$ cat config.mk
export PLATFORM = sky130hd
export DESIGN_NAME = instr_encoder_loader_flat
export DESIGN_NICKNAME = d
export VERILOG_FILES = /design/src/rtl/isa_pkg.sv /design/src/rtl/instr_encoder_loader_if.sv /design/src/rtl/instr_fifo.sv /design/src/rtl/instr_encoder_loader.sv /design/src/flat_wrapper.sv
export SDC_FILE = /design/constraint.sdc
export NUM_CORES = 1
export LEC_CHECK = 0
export CAP_MARGIN = 15
export CORE_MARGIN = 5
export CORE_UTILIZATION = 48
export CTS_CLUSTER_DIAMETER = 80
export CTS_CLUSTER_SIZE = 24
export DETAILED_ROUTE_END_ITERATION = 8
export HOLD_SLACK_MARGIN = 0.02
export PLACE_DENSITY = 0.76
export SLEW_MARGIN = 10
export SYNTH_ARGS = -nofsm -noshare
export SYNTH_HDL_FRONTEND = slang
export SYNTH_SLANG_ARGS = --single-unit
$ cat constraint.sdc
create_clock -name clk -period 2.5 [get_ports clk]
set_input_delay 0.375 -clock clk [delete_from_list [all_inputs] [get_ports clk]]
set_output_delay 0.375 -clock clk [all_outputs]
set_load 0.005 [all_outputs]
$ cat src/rtl/isa_pkg.sv
// Shared ISA definitions for the instruction encoder/loader and the decode stage.
// Field positions here are the single source of truth for the 16-bit word layout.
package isa_pkg;

    localparam logic [3:0] OP_RTYPE  = 4'b0000;
    localparam logic [3:0] OP_BRANCH = 4'b0001;

    localparam int unsigned OPCODE_LSB = 12;
    localparam int unsigned RD_LSB     = 9;
    localparam int unsigned RS_LSB     = 6;
    localparam int unsigned RT_LSB     = 3;
    localparam int unsigned FUNC_LSB   = 0;
    localparam int unsigned IMM_LSB    = 0;
    localparam int unsigned OFFSET_LSB = 0;

    typedef enum logic [1:0] {
        StIdle,
        StLoad,
        StFlush,
        StDone
    } state_e;

    // Branch func and I-type rt overlap offset/imm, so they are not placed separately.
    function automatic logic [15:0] encode_instr(
        input logic [3:0] opcode,
        input logic [2:0] rd,
        input logic [2:0] rs,
        input logic [2:0] rt,
        input logic [2:0] func,
        input logic [5:0] imm,
        input logic [8:0] offset
    );
        logic [15:0] w;
        w = '0;
        w[OPCODE_LSB +: 4] = opcode;
        if (opcode == OP_RTYPE) begin
            w[RD_LSB +: 3]   = rd;
            w[RS_LSB +: 3]   = rs;
            w[RT_LSB +: 3]   = rt;
            w[FUNC_LSB +: 3] = func;
        end else if (opcode == OP_BRANCH) begin
            w[OFFSET_LSB +: 9] = offset;
        end else begin
            w[RD_LSB +: 3]  = rd;
            w[RS_LSB +: 3]  = rs;
            w[IMM_LSB +: 6] = imm;
        end
        return w;
    endfunction

endpackage

$ cat src/rtl/instr_encoder_loader_if.sv
// Field-beat input stream and instruction-memory write port of the encoder/loader.
// slave is the loader side; master is the producer / memory side.
interface instr_encoder_loader_if #(
    parameter int unsigned ADDR_W = 8
);
    logic              in_valid;
    logic              in_ready;
    logic              in_last;
    logic [3:0]        in_opcode;
    logic [2:0]        in_rd;
    logic [2:0]        in_rs;
    logic [2:0]        in_rt;
    logic [2:0]        in_func;
    logic [5:0]        in_imm;
    logic [8:0]        in_offset;
    logic              mem_we;
    logic [ADDR_W-1:0] mem_addr;
    logic [15:0]       mem_wdata;
    logic              mem_ready;

    modport master (
        output in_valid, in_last, in_opcode, in_rd, in_rs, in_rt, in_func, in_imm, in_offset,
        output mem_ready,
        input  in_ready, mem_we, mem_addr, mem_wdata
    );

    modport slave (
        input  in_valid, in_last, in_opcode, in_rd, in_rs, in_rt, in_func, in_imm, in_offset,
        input  mem_ready,
        output in_ready, mem_we, mem_addr, mem_wdata
    );

endinterface

$ cat src/rtl/instr_fifo.sv
// DEPTH x WIDTH synchronous FIFO with registered occupancy; full/empty come from the count.
// Push when full and pop when empty are ignored.
module instr_fifo #(
    parameter int unsigned DEPTH = 4,
    parameter int unsigned WIDTH = 16
) (
    input  logic             clk,
    input  logic             rst,
    input  logic             push_i,
    input  logic [WIDTH-1:0] data_i,
    input  logic             pop_i,
    output logic             full_o,
    output logic             empty_o,
    output logic             one_o,
    output logic [WIDTH-1:0] head_o
);
    localparam int unsigned PtrW = $clog2(DEPTH);
    localparam logic [PtrW:0] DepthC = (PtrW + 1)'(DEPTH);

    logic [WIDTH-1:0] mem_q [DEPTH];
    logic [PtrW-1:0]  wr_ptr_q, rd_ptr_q;
    logic [PtrW:0]    count_q;
    logic             push_ok, pop_ok;

    assign full_o  = (count_q == DepthC);
    assign empty_o = (count_q == '0);
    assign one_o   = (count_q == (PtrW + 1)'(1));
    assign head_o  = mem_q[rd_ptr_q];
    assign push_ok = push_i & ~full_o;
    assign pop_ok  = pop_i & ~empty_o;

    always_ff @(posedge clk or posedge rst) begin
        if (rst) begin
            wr_ptr_q <= '0;
            rd_ptr_q <= '0;
            count_q  <= '0;
            for (int i = 0; i < DEPTH; i++) begin
                mem_q[i] <= '0;
            end
        end else begin
            if (push_ok) begin
                mem_q[wr_ptr_q] <= data_i;
                wr_ptr_q        <= wr_ptr_q + 1'b1;
            end
            if (pop_ok) begin
                rd_ptr_q <= rd_ptr_q + 1'b1;
            end
            unique case ({push_ok, pop_ok})
                2'b10:   count_q <= count_q + 1'b1;
                2'b01:   count_q <= count_q - 1'b1;
                default: count_q <= count_q;
            endcase
        end
    end

endmodule

$ cat src/rtl/instr_encoder_loader.sv
// Packs instruction field beats into 16-bit words, buffers them and writes them
// sequentially into instruction memory from a programmable base address.
module instr_encoder_loader
    import isa_pkg::*;
#(
    parameter int unsigned ADDR_W = 8,
    parameter int unsigned DEPTH  = 4
) (
    input  logic                      clk,
    input  logic                      rst,
    input  logic                      start_i,
    input  logic [ADDR_W-1:0]         base_addr_i,
    instr_encoder_loader_if.slave     bus,
    output logic                      busy_o,
    output logic                      done_o,
    output logic                      err_conflict_o,
    output logic [ADDR_W:0]           word_count_o
);
    state_e            state_q, state_d;
    logic [ADDR_W-1:0] wr_addr_q, wr_addr_d;
    logic [ADDR_W:0]   word_count_q, word_count_d;
    logic              err_q, err_d;

    logic        fifo_full, fifo_empty, fifo_one;
    logic [15:0] fifo_head, enc_word;
    logic        draining, accept, pop;

    assign draining      = (state_q == StLoad) || (state_q == StFlush);
    assign bus.in_ready  = (state_q == StLoad) & ~fifo_full;
    assign accept        = bus.in_valid & bus.in_ready;
    assign bus.mem_we    = draining & ~fifo_empty;
    assign pop           = bus.mem_we & bus.mem_ready;
    assign bus.mem_addr  = wr_addr_q;
    assign bus.mem_wdata = bus.mem_we ? fifo_head : '0;

    assign enc_word = encode_instr(bus.in_opcode, bus.in_rd, bus.in_rs, bus.in_rt,
                                   bus.in_func, bus.in_imm, bus.in_offset);

    assign busy_o         = draining;
    assign done_o         = (state_q == StDone);
    assign err_conflict_o = err_q;
    assign word_count_o   = word_count_q;

    instr_fifo #(
        .DEPTH (DEPTH),
        .WIDTH (16)
    ) u_fifo (
        .clk     (clk),
        .rst     (rst),
        .push_i  (accept),
        .data_i  (enc_word),
        .pop_i   (pop),
        .full_o  (fifo_full),
        .empty_o (fifo_empty),
        .one_o   (fifo_one),
        .head_o  (fifo_head)
    );

    always_comb begin
        state_d      = state_q;
        wr_addr_d    = wr_addr_q;
        word_count_d = word_count_q;
        err_d        = err_q;

        unique case (state_q)
            StIdle: begin
                if (start_i) begin
                    state_d      = StLoad;
                    wr_addr_d    = base_addr_i;
                    word_count_d = '0;
                    err_d        = 1'b0;
                end
            end
            StLoad: begin
                if (accept && bus.in_last) begin
                    state_d = StFlush;
                end
            end
            StFlush: begin
                // Leave as the last word completes so DONE follows the final pop directly.
                if (fifo_empty || (pop && fifo_one)) begin
                    state_d = StDone;
                end
            end
            StDone: begin
                state_d = StIdle;
            end
            default: begin
                state_d = StIdle;
            end
        endcase

        if (pop) begin
            wr_addr_d    = wr_addr_q + 1'b1;
            word_count_d = word_count_q + 1'b1;
        end

        if (accept && (bus.in_opcode == OP_BRANCH) && (bus.in_func != bus.in_offset[2:0])) begin
            err_d = 1'b1;
        end
    end

    always_ff @(posedge clk or posedge rst) begin
        if (rst) begin
            state_q      <= StIdle;
            wr_addr_q    <= '0;
            word_count_q <= '0;
            err_q        <= 1'b0;
        end else begin
            state_q      <= state_d;
            wr_addr_q    <= wr_addr_d;
            word_count_q <= word_count_d;
            err_q        <= err_d;
        end
    end

endmodule
$ cat src/flat_wrapper.sv
// flat-port wrapper written by rule: the top's interface ports become plain ports
module instr_encoder_loader_flat import isa_pkg::*;
#(
    parameter int unsigned ADDR_W = 8,
    parameter int unsigned DEPTH  = 4
)
  (clk, rst, start_i, base_addr_i, busy_o, done_o, err_conflict_o, word_count_o, bus_in_valid, bus_in_last, bus_in_opcode, bus_in_rd, bus_in_rs, bus_in_rt, bus_in_func, bus_in_imm, bus_in_offset, bus_mem_ready, bus_in_ready, bus_mem_we, bus_mem_addr, bus_mem_wdata);
  instr_encoder_loader_if #(.ADDR_W(ADDR_W)) bus_i ();
  input  logic clk;
  input  logic rst;
  input  logic start_i;
  input  logic [ADDR_W-1:0] base_addr_i;
  output logic busy_o;
  output logic done_o;
  output logic err_conflict_o;
  output logic [ADDR_W:0] word_count_o;
  input wire logic [$bits(bus_i.in_valid)-1:0] bus_in_valid;
  input wire logic [$bits(bus_i.in_last)-1:0] bus_in_last;
  input wire logic [$bits(bus_i.in_opcode)-1:0] bus_in_opcode;
  input wire logic [$bits(bus_i.in_rd)-1:0] bus_in_rd;
  input wire logic [$bits(bus_i.in_rs)-1:0] bus_in_rs;
  input wire logic [$bits(bus_i.in_rt)-1:0] bus_in_rt;
  input wire logic [$bits(bus_i.in_func)-1:0] bus_in_func;
  input wire logic [$bits(bus_i.in_imm)-1:0] bus_in_imm;
  input wire logic [$bits(bus_i.in_offset)-1:0] bus_in_offset;
  input wire logic [$bits(bus_i.mem_ready)-1:0] bus_mem_ready;
  output wire logic [$bits(bus_i.in_ready)-1:0] bus_in_ready;
  output wire logic [$bits(bus_i.mem_we)-1:0] bus_mem_we;
  output wire logic [$bits(bus_i.mem_addr)-1:0] bus_mem_addr;
  output wire logic [$bits(bus_i.mem_wdata)-1:0] bus_mem_wdata;
  assign bus_i.in_valid = bus_in_valid;
  assign bus_i.in_last = bus_in_last;
  assign bus_i.in_opcode = bus_in_opcode;
  assign bus_i.in_rd = bus_in_rd;
  assign bus_i.in_rs = bus_in_rs;
  assign bus_i.in_rt = bus_in_rt;
  assign bus_i.in_func = bus_in_func;
  assign bus_i.in_imm = bus_in_imm;
  assign bus_i.in_offset = bus_in_offset;
  assign bus_i.mem_ready = bus_mem_ready;
  assign bus_in_ready = bus_i.in_ready;
  assign bus_mem_we = bus_i.mem_we;
  assign bus_mem_addr = bus_i.mem_addr;
  assign bus_mem_wdata = bus_i.mem_wdata;
  instr_encoder_loader #(.ADDR_W(ADDR_W), .DEPTH(DEPTH)) u_core (.clk(clk), .rst(rst), .start_i(start_i), .base_addr_i(base_addr_i), .bus(bus_i), .busy_o(busy_o), .done_o(done_o), .err_conflict_o(err_conflict_o), .word_count_o(word_count_o));
endmodule
### After elaboration in Yosys (flattened, before gate mapping)

Index checks and enable logic that the tools add are counted.

* bits of input ports: 45
* register bits after elaboration: 91
* output and inout bits: 38

* multiplexer cells: 24
* magnitude comparators: 3
* reductions and logical operators: 18
* bitwise operators: 10
* equal/unequal tests: 12
* add/subtract/negate cells: 6

Operators with widths (count)
* 64-bit bitwise mux: 1
* 16-bit 2-to-1 mux: 4
* 9-bit 2-to-1 mux: 4
* 16-bit binary-select mux with 2-bit select: 1
* 16-bit demux with 2-bit select: 1
* 8-bit 2-to-1 mux: 3
* 12-bit 2-to-1 mux: 1
* 2-bit nonzero test: 5
* 9-bit by 1-bit adder with 9-bit output, second input constant: 1
* 8-bit by 1-bit adder with 8-bit output, second input constant: 1
* 2-bit case mux with 4 select lines: 1
* 1-bit bitwise AND: 6
* 2-bit == test, second input constant: 3
* 3-bit greater-or-equal comparator, second input constant: 2
* 2-bit 2-to-1 mux: 3
* 2-bit != test, second input constant: 3
* 2-bit NOT with 3-bit output: 2
* 3-bit case mux with 2 select lines: 1
* 1-bit logical AND: 5
* 2-bit by 1-bit adder with 2-bit output, second input constant: 2
* 2-bit by 1-bit == test with 1-bit output, second input constant: 2
* 4-bit by 1-bit == test with 1-bit output, second input constant: 1
* 4-bit logical NOT: 1
* 2-bit AND reduction: 2
* 13 further kinds: 17

### Depth between registers and ports, before layout

* depth after elaboration: 8
* mapped depth: 11

### By module

A second synthesis with hierarchy kept.

* cell total of the unflattened synthesis: 367
* area total of the unflattened synthesis: 4718.3 sq um

Modules (own cells, without submodules)
* instr_fifo: cells an instance 197, instances 1, area an instance 3223.1 sq um
* instr_encoder_loader: cells an instance 170, instances 1, area an instance 1495.2 sq um

### Worst setup path after synthesis

OpenSTA, ideal clock, no wires.

* path kind: register to register
* start: register u_core.state_q[0]
* end: register u_core.u_fifo.count_q[2]
* required time: 2.373 ns
* path buffers: 2
* cell stages (with the launch flop): 12
* arrival: 2.001 ns
* path slack: 0.372 ns
* path through: dfrtp_1 -> inv_1 -> ha_1 -> buf_2 -> and2_4 -> nand2_2 -> inv_2 -> buf_6 -> ha_1 -> mux2i_1 -> nor2_1 -> xor2_1

* longest elaborated chain between the ends: 7
* elaborated cells on any way between the ends: 13
* classes of those cells: eq/ne: 4; mux: 1; bitwise: 6; reduce/logical: 2

Ends and longest elaborated chain
* from (decl): line instr_encoder_loader.sv:19 `state_e state_q, state_d;`
* from (signal assigned): line instr_encoder_loader.sv:105 `state_q <= StIdle;`
* from (signal assigned): line instr_encoder_loader.sv:110 `state_q <= state_d;`
* 2-bit by 1-bit == test with 1-bit output or 2-bit == test (tied branches): line instr_encoder_loader.sv:28 `assign draining = (state_q == StLoad) || (state_q == StFlush);`
* 1-bit logical OR (*): line instr_encoder_loader.sv:28
* via busy_o: line flat_wrapper.sv:13 `output logic busy_o;`
* 1-bit bitwise AND (*): line instr_encoder_loader.sv:31 `assign bus.mem_we = draining & ~fifo_empty;`
* 1-bit bitwise AND (*): line instr_encoder_loader.sv:32 `assign pop = bus.mem_we & bus.mem_ready;`
* 1-bit bitwise AND (*): line instr_fifo.sv:30 `assign pop_ok = pop_i & ~empty_o;`
* via u_core.u_fifo.pop_ok: line instr_fifo.sv:23 `logic push_ok, pop_ok;`
* 2-bit by 1-bit == test with 1-bit output or 2-bit == test (tied branches): line instr_fifo.sv:48 `unique case ({push_ok, pop_ok})`
* 3-bit case mux with 2 select lines or 2-bit nonzero test (tied branches)
* to (signal assigned): line instr_fifo.sv:49 `2'b10: count_q <= count_q + 1'b1;`
* to (signal assigned): line instr_fifo.sv:50 `2'b01: count_q <= count_q - 1'b1;`
* to (signal assigned): line instr_fifo.sv:51 `default: count_q <= count_q;`
* to (decl): line instr_fifo.sv:22 `logic [PtrW:0] count_q;`

Mark *: on every way through the listed nets, which the timed path passes. The rest lies on a longest branch.
A chain may end at the register's enable or synchronous reset.

### Final worst setup path

* start: register u_core.u_fifo.count_q[0]
* end: output port bus_mem_wdata[3]

* longest elaborated chain between the ends: 4

Ends and longest elaborated chain
* 3-bit logical NOT: line instr_fifo.sv:26 `assign empty_o = (count_q == '0);`
* 1-bit NOT: line instr_encoder_loader.sv:31
* 1-bit bitwise AND: line instr_encoder_loader.sv:31
* 16-bit 2-to-1 mux: line instr_encoder_loader.sv:34 `assign bus.mem_wdata = bus.mem_we ? fifo_head : '0;`
* to (decl): line flat_wrapper.sv:30 `output wire logic [$bits(bus_i.mem_wdata)-1:0] bus_mem_wdata;`

No other way between the ends.

==> run_results.csv <==
group,metric,value,unit
worst_setup_path,worstSetupPathType,"register to primary output",
timing,fmax,420,MHz
drt,antenna_left,0,
worst_setup_path,setup.worst_path.start_class,"register",
drt,drt_iter0_drc,215,
yosys,synth_xor_area_share,1.72,%
global_routing,antenna_found_initial,0,
worst_setup_path,crit_path_top_delay_cell,"clkdlybuf4s50_1",
place,portBuffers,82,
drt,via_count,3583,
global_routing,grt_max_degree,62,
cts,cts.path.max_buffers,2,
cts,ctsRootBufferMaster,"clkbuf_8",
yosys,yosysSeqAreaShare,49.7,%
timing,finalClockSkew,12.4,ps
yosys,netlist_area,0.00458,mm2
yosys,synthDistinctLibCells,43,
worst_setup_path,r2r-start,"u_core.state_q[1]$_DFFE_PP0P_",
flow_run,max-cap-violations,0,
min_path,hold_path.class,"input port to async pin",
drt,wl_per_cell,17.5,um
global_routing,grt_pass1_wl,18300,um
drt,dr.pass1.iters,4,
cts,cts_tree,"built",
cts,cts_buffers,9,
global_routing,overflow,0,
timing,final-setup-viol-count,0,
global_routing,grt_pass1_vias,3693,
yosys,synthAdderAreaFrac,4.10,%
final_layout,drive_gt1_share,18.1,%
floorplanning,start_util,49.3,%
yosys,synth-simple-area-share,13.5,%
final_layout,final_net_count,575,
worst_setup_path,arrival,2010,ps
timing,fin_setup_tns,0,ps
yosys,synth_flop_cell,"dfrtp_1",
yosys,synthesis.instances,421,
worst_setup_path,cp.required,2120,ps
timing,relSlewSlack,66.9,%
floorplanning,dieHeight,108,um
yosys,synth_top_family_by_area,"multiplexers",
final_layout,n_antenna_cell,0,
worst_setup_path,crit_chain,"inv_1, ha_2, nand2b_4, and3_1, clkdlybuf4s50_1",
cts,clock_latency,360,ps
timing,slew_viol_final,0,
cts,clk_pin_slew_worst_paths,100,ps
floorplanning,rows,35,
yosys,synth-compound-area-share,12.7,%
worst_setup_path,startpoint,"u_core.u_fifo.count_q[0]$_DFFE_PP0P_",
yosys,synth_fp_nets,481,
cts,clkSinkCount,91,
worst_setup_path,timing.rr.end,"u_core.u_fifo.mem_q[18]$_DFFE_PP0P_",
place,detailedPlacementHpwl,7860,um
timing,hold_viol,0,
power,peakVddDrop,0.488,mV
drt,viasPerCell,5.52,
timing,worstMarginPinSlew,495,ps
run_status,status,"complete, no violations",
yosys,synth-edff-count,0,
timing,min_period,2380,ps
floorplanning,core_area,0.00928,mm2
timing,min_period_over_period,95.3,%
final_layout,layout_commonest_cell,"dfrtp_1",
power,power.density,1200,mW/mm2
floorplanning,fp.dieArea,0.0116,mm2
drt,drc_errors,0,
yosys,yosysWarnings,0,
yosys,synth.avg_cell_area,10.9,um2
yosys,synth_mux_area_share,14.8,%
worst_setup_path,reg2reg_slack,390,ps
worst_setup_path,rr_worst_depth,7,
floorplanning,ioPinCount,83,
place,finalWeightedCongestion,0.882,
timing,rsz0062_at_grt,"false",
final_layout,fillers,764,
power,power_leakage,2.68,nW
yosys,synth_async_sr_flop_share,100,%
worst_setup_path,crit_path_end,"bus_mem_wdata[3]",
drt,drt_wl_total,11400,um
worst_setup_path,crit_fanout,12,
power,total_power,7.04,mW
worst_setup_path,slowest_delay,490,ps
worst_setup_path,cp-end-kind,"primary output",
floorplanning,die_x,108,um
final_layout,syn_to_final_growth,28.2,%
yosys,ys_seq_elements,91,
global_routing,track_usage,20.0,%
cts,h-tree-depth,3,
final_layout,layout_common_cells,"91 x dfrtp_1, 76 x nand2_1, 68 x clkdlybuf4s50_1, 67 x o21ai_0, 21 x and3_1",
## layout make-up
cell class,count,area (um2),area share [%]
clock buffers,9,124,2.11
clock inverters,7,58.8,1.00
inverters,11,45.0,0.767
multi-input cells,298,2180,37.2
flip-flops and latches,91,2280,38.8
well taps,129,161,2.75
repair buffers,104,1020,17.4
## power breakdown
group	total (mW)	switching, mW	leakage [nW]	internal (mW)
registers	2.55	0.427	1.14	2.12
logic	3.53	1.61	1.45	1.92
clock network	0.960	0.578	0.0929	0.382
total	7.04	2.61	2.68	4.42
## cells in the mapped netlist, types with 2 or more instances
cell type / count / area, um2
nand2_2: 2 / 12.5
o21ai_0: 67 / 335
xor2_1: 4 / 35.0
a41oi_1: 2 / 17.5
o221a_2: 4 / 45.0
nand3_1: 10 / 50.1
mux2_2: 17 / 191
and4_1: 2 / 17.5
nor3_1: 5 / 25.0
buf_2: 8 / 40.0
nor2_1: 3 / 11.3
ha_1: 15 / 188
nand2_1: 76 / 285
xnor2_1: 5 / 43.8
clkbuf_1: 10 / 37.5
nand3_2: 4 / 40.0
o21ai_1: 3 / 15.0
o31ai_1: 2 / 15.0
buf_4: 2 / 15.0
a21oi_1: 6 / 30.0
mux2i_1: 11 / 110
a31oi_1: 2 / 12.5
and2_1: 2 / 12.5
mux4_2: 16 / 360
inv_1: 10 / 37.5
buf_6: 2 / 22.5
a211oi_1: 5 / 37.5
and3_1: 21 / 131
dfrtp_1: 91 / 2280
## metrics by stage
step / worst slack, ps / hold slack (ps) / area (um2) / utilization [%] / instances
6_report: 118 / 274 / 5870 / 63.2 / 649
5_1_grt: 16.6 / 273 / 5870 / 63.2 / 649
4_1_cts: 1.97 / 269 / 5790 / 62.3 / 642
3_5_place_dp: 230 / 468 / 5600 / 60.3 / 625
3_3_place_gp: 306 / 456 / 5600 / 60.3 / 625
2_1_floorplan: 372 / 445 / 4580 / - / 421
## layer usage
metal	track usage, %	up-vias	routed length [um]
met5	0	-	0
met4	5.23	0	134
met3	4.08	13	757
met2	33.7	110	5520
met1	26.5	1765	4940
li1	-	1695	-
## repair_timing
action,CTS,global route
resized for setup,18,2
setup endpoints to repair,17,3
cloned,0,1
hold buffers,0,0
endpoints found under the hold margin,0,0
buffers inserted,1,6
## registers in the layout, summed over array words and instances (netlist names)
name / cells
u_core.state_q: 2
u_core.bus.mem_addr: 8
u_core.u_fifo.mem_q: 64
u_core.err_conflict_o: 1
u_core.u_fifo.wr_ptr_q: 2
u_core.word_count_o: 9
u_core.u_fifo.rd_ptr_q: 2
u_core.u_fifo.count_q: 3
## kinds of logic after synthesis
family,after synthesis
simple gates,129
compound gates,99
flops,91
mux,45
buf+inv,33
fa+ha+maj,15
xor+xnor,9
## how the worst min path moves through the flow
stage,from,endpoint,slack (ps),depth (start not counted)
after CTS,rst,u_core.word_count_o[3]$_DFFE_PP0P_,270,2
after global placement,u_core.u_fifo.mem_q[50]$_DFFE_PP0P_,u_core.u_fifo.mem_q[50]$_DFFE_PP0P_,460,2
after floorplan,u_core.u_fifo.mem_q[16]$_DFFE_PP0P_,u_core.u_fifo.mem_q[16]$_DFFE_PP0P_,440,2
after global routing,rst,u_core.word_count_o[5]$_DFFE_PP0P_,270,2
after detailed placement,u_core.u_fifo.mem_q[0]$_DFFE_PP0P_,u_core.u_fifo.mem_q[0]$_DFFE_PP0P_,470,2
final,rst,u_core.word_count_o[5]$_DFFE_PP0P_,270,2
## worst max-delay path: cells and delay by family, from the launching register on
kind | cells | cell delay, ps
fa+ha+maj | 1 | 250
buf+inv | 2 | 580
flops | 1 | 430
simple gates | 2 | 390
No activity file was read; power rests on OpenSTA's default activity.
